## src/rtl/pulse_train_scheduler.sv

```systemverilog
// Pulse train scheduler: trains of fixed-width pulses separated by programmable low gaps.
// Define PTS_RANDOM_SPACING_EN to draw each gap from [min_gap, max_gap] using a 32-bit LFSR.
module pulse_train_scheduler #(
   parameter int unsigned g_cnt_width = 16,
   parameter int unsigned g_num_width = 16,
   parameter logic [31:0] g_seed      = 32'hACE1_2024
) (
   input  logic                   clk_sys_i,
   input  logic                   rst_n_i,
   input  logic                   start_i,
   input  logic                   abort_i,
   input  logic [g_cnt_width-1:0] width_i,
   input  logic [g_cnt_width-1:0] min_gap_i,
   input  logic [g_cnt_width-1:0] max_gap_i,
   input  logic [g_num_width-1:0] count_i,
   output logic                   pulse_o,
   output logic                   busy_o,
   output logic                   done_o,
   output logic                   cfg_err_o,
   output logic [g_num_width-1:0] pulses_sent_o
);

   localparam logic [g_cnt_width-1:0] CntOne = {{(g_cnt_width-1){1'b0}}, 1'b1};
   localparam logic [g_num_width-1:0] NumOne = {{(g_num_width-1){1'b0}}, 1'b1};

   typedef enum logic [1:0] {StIdle, StPulse, StGap} state_e;

   state_e                 state_q, state_d;
   logic [g_cnt_width-1:0] width_q, width_d, min_gap_q, min_gap_d, timer_q, timer_d, gap;
   logic [g_num_width-1:0] count_q, count_d, sent_q, sent_d;
   logic                   pulse_q, pulse_d, busy_q, busy_d, done_q, done_d, err_q, err_d;
   logic                   cfg_load, cfg_bad;

   assign cfg_load = (state_q == StIdle) && start_i && !abort_i;

`ifdef PTS_RANDOM_SPACING_EN
   // x^32+x^22+x^2+x+1 in right-shifting Galois form
   localparam logic [31:0] LfsrTaps = 32'h8020_0003;

   logic [g_cnt_width-1:0] max_gap_q, range, mask, offs;
   logic [31:0]            lfsr_q;
   logic                   gap_enter;

   assign cfg_bad   = (width_i == '0) || (min_gap_i == '0) || (max_gap_i < min_gap_i);
   assign gap_enter = (state_q == StPulse) && (state_d == StGap);

   // Mask the LFSR to the smallest 2^k-1 covering the range, then fold any overshoot back.
   always_comb begin
      range = max_gap_q - min_gap_q;
      mask  = '0;
      for (int unsigned i = 0; i < g_cnt_width; i++) begin
         if ((range >> i) != '0) mask[i] = 1'b1;
      end
      offs = lfsr_q[g_cnt_width-1:0] & mask;
      if (offs > range) offs = offs - (range + CntOne);
      gap = min_gap_q + offs;
   end

   always_ff @(posedge clk_sys_i or negedge rst_n_i) begin
      if (!rst_n_i) begin
         max_gap_q <= '0;
         lfsr_q    <= g_seed;
      end else begin
         if (cfg_load)  max_gap_q <= max_gap_i;
         if (gap_enter) lfsr_q <= lfsr_q[0] ? ((lfsr_q >> 1) ^ LfsrTaps) : (lfsr_q >> 1);
      end
   end
`else
   logic unused_max_gap;

   assign unused_max_gap = ^max_gap_i;
   assign cfg_bad        = (width_i == '0) || (min_gap_i == '0);
   assign gap            = min_gap_q;
`endif

   always_comb begin
      state_d   = state_q;
      width_d   = width_q;
      min_gap_d = min_gap_q;
      count_d   = count_q;
      timer_d   = timer_q;
      sent_d    = sent_q;
      done_d    = 1'b0;
      err_d     = 1'b0;
      unique case (state_q)
         StIdle: begin
            if (cfg_load) begin
               width_d   = width_i;
               min_gap_d = min_gap_i;
               count_d   = count_i;
               sent_d    = '0;
               if (cfg_bad) begin
                  err_d = 1'b1;
               end else begin
                  state_d = StPulse;
                  timer_d = width_i - CntOne;
                  sent_d  = NumOne;
               end
            end
         end
         StPulse: begin
            if (abort_i) begin
               state_d = StIdle;
            end else if (timer_q != '0) begin
               timer_d = timer_q - CntOne;
            end else if ((count_q != '0) && (sent_q == count_q)) begin
               state_d = StIdle;
               done_d  = 1'b1;
            end else begin
               state_d = StGap;
               timer_d = gap - CntOne;
            end
         end
         StGap: begin
            if (abort_i) begin
               state_d = StIdle;
            end else if (timer_q != '0) begin
               timer_d = timer_q - CntOne;
            end else begin
               state_d = StPulse;
               timer_d = width_q - CntOne;
               sent_d  = sent_q + NumOne;
            end
         end
         default: state_d = StIdle;
      endcase
      pulse_d = (state_d == StPulse);
      busy_d  = (state_d != StIdle);
   end

   always_ff @(posedge clk_sys_i or negedge rst_n_i) begin
      if (!rst_n_i) begin
         state_q   <= StIdle;
         width_q   <= '0;
         min_gap_q <= '0;
         count_q   <= '0;
         timer_q   <= '0;
         sent_q    <= '0;
         pulse_q   <= 1'b0;
         busy_q    <= 1'b0;
         done_q    <= 1'b0;
         err_q     <= 1'b0;
      end else begin
         state_q   <= state_d;
         width_q   <= width_d;
         min_gap_q <= min_gap_d;
         count_q   <= count_d;
         timer_q   <= timer_d;
         sent_q    <= sent_d;
         pulse_q   <= pulse_d;
         busy_q    <= busy_d;
         done_q    <= done_d;
         err_q     <= err_d;
      end
   end

   assign pulse_o       = pulse_q;
   assign busy_o        = busy_q;
   assign done_o        = done_q;
   assign cfg_err_o     = err_q;
   assign pulses_sent_o = sent_q;

endmodule

```

## config.mk

```make
export PLATFORM = sky130hd
export DESIGN_NAME = pulse_train_scheduler
export DESIGN_NICKNAME = d
export VERILOG_FILES = /design/src/rtl/pulse_train_scheduler.sv
export SDC_FILE = /design/constraint.sdc
export NUM_CORES = 1
export LEC_CHECK = 0
export ABC_AREA = 1
export BUFFER_PORTS_ARGS = -buffer_cell sky130_fd_sc_hd__buf_2
export CORE_MARGIN = 2
export CORE_UTILIZATION = 60
export CTS_BUF_LIST = sky130_fd_sc_hd__clkbuf_8
export DETAILED_ROUTE_END_ITERATION = 6
export PLACE_DENSITY_LB_ADDON = 0.08
export SLEW_MARGIN = 20
export SYNTH_ARGS = -nofsm -noshare
export SYNTH_HDL_FRONTEND = slang
export SYNTH_SLANG_ARGS = --single-unit
export TNS_END_PERCENT = 5
```

## constraint.sdc

```tcl
create_clock -name clk_sys_i -period 2.6 [get_ports clk_sys_i]
set_clock_uncertainty 0.05 [all_clocks]
set_input_delay 0.13 -clock clk_sys_i [delete_from_list [all_inputs] [get_ports clk_sys_i]]
set_output_delay 0.13 -clock clk_sys_i [all_outputs]
set_load 0.005 [all_outputs]
```

==> results.yml <==
drt:
  route.detailed.drc: 1
  viasPerCell: 5.36
  drt-pass1-iter-count: 7
  wirelength_mm: 18.0
  wire_per_inst_um: 14.5
  vias: 6615
  drtAntennaViolNets: 0
  drtIter0Drc: 586
sta:
  hold_viol: 0
  setup_viol: 0
  fin_setup_tns_ns: 0
  drv_slew: 0
  timing.slew.headroom_pct: 64.0
  maxClockFrequency_ghz: 0.435
  whs_ns: 0.0144
  tightestPinTransition_ns: 0.540
  fin_crit_ns: 2.30
  rsz0062_at_grt: "false"
  post-route-period-util_pct: 88.4
pwr:
  pwr_density_cell_nw_per_um2: 867
  p_leak_nw: 3.67
  vdd_drop_max_mv: 0.463
floorplanning:
  fp.dieH_um: 106
  io_pins: 88
  design.die.area_um2: 11200
  die_x_um: 106
  start_util_pct: 61.0
  fp-row-count: 37
  coreArea_um2: 10200
outcome:
  run_status: "finished, violations left"
  violations: "DRC"
place:
  dp.cells: 1174
  routabilityCongestion: 0.971
  place_area_um2: 6710
  hpwl_mm: 12.8
  portBuffers: 71
worst_setup_path:
  crit_cells: 11
  cp-start-kind: "register"
  crit_fanout: 10
  cp.required_ns: 2.82
  critPathBufInv: 2
  crit_arrival_ns: 2.52
  path_cells: "inv_1, ha_1, nand2_1, nor2_2, nand3_2, nand2_2, inv_1, o21ai_0, o21ai_0, nand2_1, o21ai_1"
  crit_slowest_cell: "dfrtp_1"
  end_kind: "register"
  crit_family: "simple AND/OR/NAND/NOR gates"
  critical_path_class: "register to register"
  slowest_delay_ns: 0.40
  r2r_cells: 11
synthesis:
  synth_ff_type: "dfrtp_1"
  ys_ff_latch: 86
  synth-edff-count: 0
  syn_nets: 1060
  syn_inst: 981
  async_flop_share_pct: 100
  ys_warn_count: 0
  synth_area_um2: 6210
  seq_area_frac_synth_pct: 34.7
  synth.avg_cell_area_um2: 6.33
  ys_types: 39
global_routing:
  antenna_found_initial: 0
  grt_usage_pct: 33.2
  grt_pass1_wl_mm: 29.5
  grt-ovfl-total: 0
  grt_max_degree: 53
  grt_pass1_vias: 6200
finish:
  n_antenna_cell: 0
  nets: 1173
  final_cell_area_um2: 7360
  layout_common_cells: "nand2_1 (346), nor2_1 (114), inv_1 (111), nand3_1 (87), dfrtp_1 (86)"
  layout-drive-gt1-share_pct: 12.1
  layout.cells.most_common: "nand2_1"
  finalCoreUtilization_pct: 72.2
  area_growth_pct: 18.5
  stdcell_count: 1235
clock_tree:
  cts.sinks: 86
  cts_tree: "done"
  root_buffer: "clkbuf_8"
  path_clk_slew_ns: 0.09
  numCtsBuffers: 9
  cts_buffer_depth: 2
  htree_levels: 3
  insertion_delay_ns: 0.38
job:
  drv_cap: 0
hold_path:
  whs_path_depth: 3
  holdCritPathClass: "primary input to register"
metal layers:
layer	track usage, %	share of wire, %
met5	0	0
met4	9.12	2.1
met3	4.76	6.6
met2	58.2	49
met1	42.8	43
cell families after synthesis:
group,Yosys count,synth area share [%]
buf+inv,140,9.03
compound gates,124,10.7
flops,86,34.7
xor+xnor,18,2.54
fa+ha+maj,11,2.22
simple gates,602,40.8
sequential cells by signal (all words and copies together), names as in the netlist:
register       count
cfg_err_o          1
done_o             1
state_q            2
busy_o             1
pulse_o            1
timer_q           16
gap               16
width_q           16
count_q           16
pulses_sent_o     16
through the flow:
step                      total power [mW]  setup WS (ns)
after global placement                5.21          0.453
after floorplan                       4.47          0.680
after detailed placement              5.26          0.405
final                                 6.38          0.300
after global routing                  6.93          0.109
after CTS                             6.31          0.378
final cells by class:
cell class	instances	area (µm²)
Sequential cell	86	2150
Tap cell	136	170
Clock inverter	7	73.8
Inverter	116	438
Timing Repair Buffer	126	896
Fill cell	907	2830
Multi-Input combinational cell	755	3500
Clock buffer	9	124
what timing repair did:
action                                 4_1_cts  5_1_grt
setup buffers                                0        0
endpoints found under the hold margin       78        0
resized for setup                            0        0
hold buffers                                45        0
tightest hold or removal path: cells and delay by family:
| family | cells | cell delay [ns] |
|---|---|---|
| AO/OA/AOI/OAI | 1 | 0.07 |
| buffers and inverters | 1 | 0.13 |
| AND/OR/NAND/NOR | 1 | 0.07 |
power breakdown:
group	total, mW	internal [mW]	switching (mW)	leakage (nW)
Sequential	2.27	1.81	0.469	1.09
Clock	0.997	0.448	0.550	0.0937
Combinational	3.10	1.06	2.04	2.48
Total	6.38	3.32	3.06	3.67
worst paths after layout:
path,to,slack (ns),startpoint
worst max-delay path,timer_q[1],0.30,timer_q[0]
worst min-delay path,width_q[6],0.01,width_i[6]
worst max register to register,timer_q[1],0.30,timer_q[0]
worst min register to register,timer_q[15],0.50,timer_q[15]
max in group asynchronous,timer_q[7],1.63,rst_n_i
min in group asynchronous,gap[4],0.21,rst_n_i
cells in the mapped netlist (2+ instances only):
cell | count | share of area, %
nand3_1 | 87 | 7.0
or2_2 | 2 | 0.20
ha_1 | 11 | 2.2
buf_2 | 4 | 0.32
nor2_4 | 2 | 0.36
xnor2_1 | 4 | 0.56
o21ai_0 | 77 | 6.2
xor2_1 | 14 | 2.0
nor3_1 | 10 | 0.81
nand3b_1 | 4 | 0.48
nor2_2 | 10 | 1.0
buf_6 | 3 | 0.54
nand3_2 | 5 | 0.81
nand2_2 | 5 | 0.50
clkbuf_1 | 9 | 0.54
nand4_1 | 11 | 1.1
nand2_1 | 346 | 21
inv_2 | 5 | 0.30
inv_1 | 110 | 6.6
dfrtp_1 | 86 | 35
and2_1 | 2 | 0.20
o21ai_2 | 4 | 0.56
o31ai_1 | 7 | 0.85
o21ai_1 | 6 | 0.48
a21oi_1 | 24 | 1.9
buf_1 | 6 | 0.36
nor2_1 | 114 | 6.9
o22ai_1 | 2 | 0.20
Power figures use the tool's default switching activity.
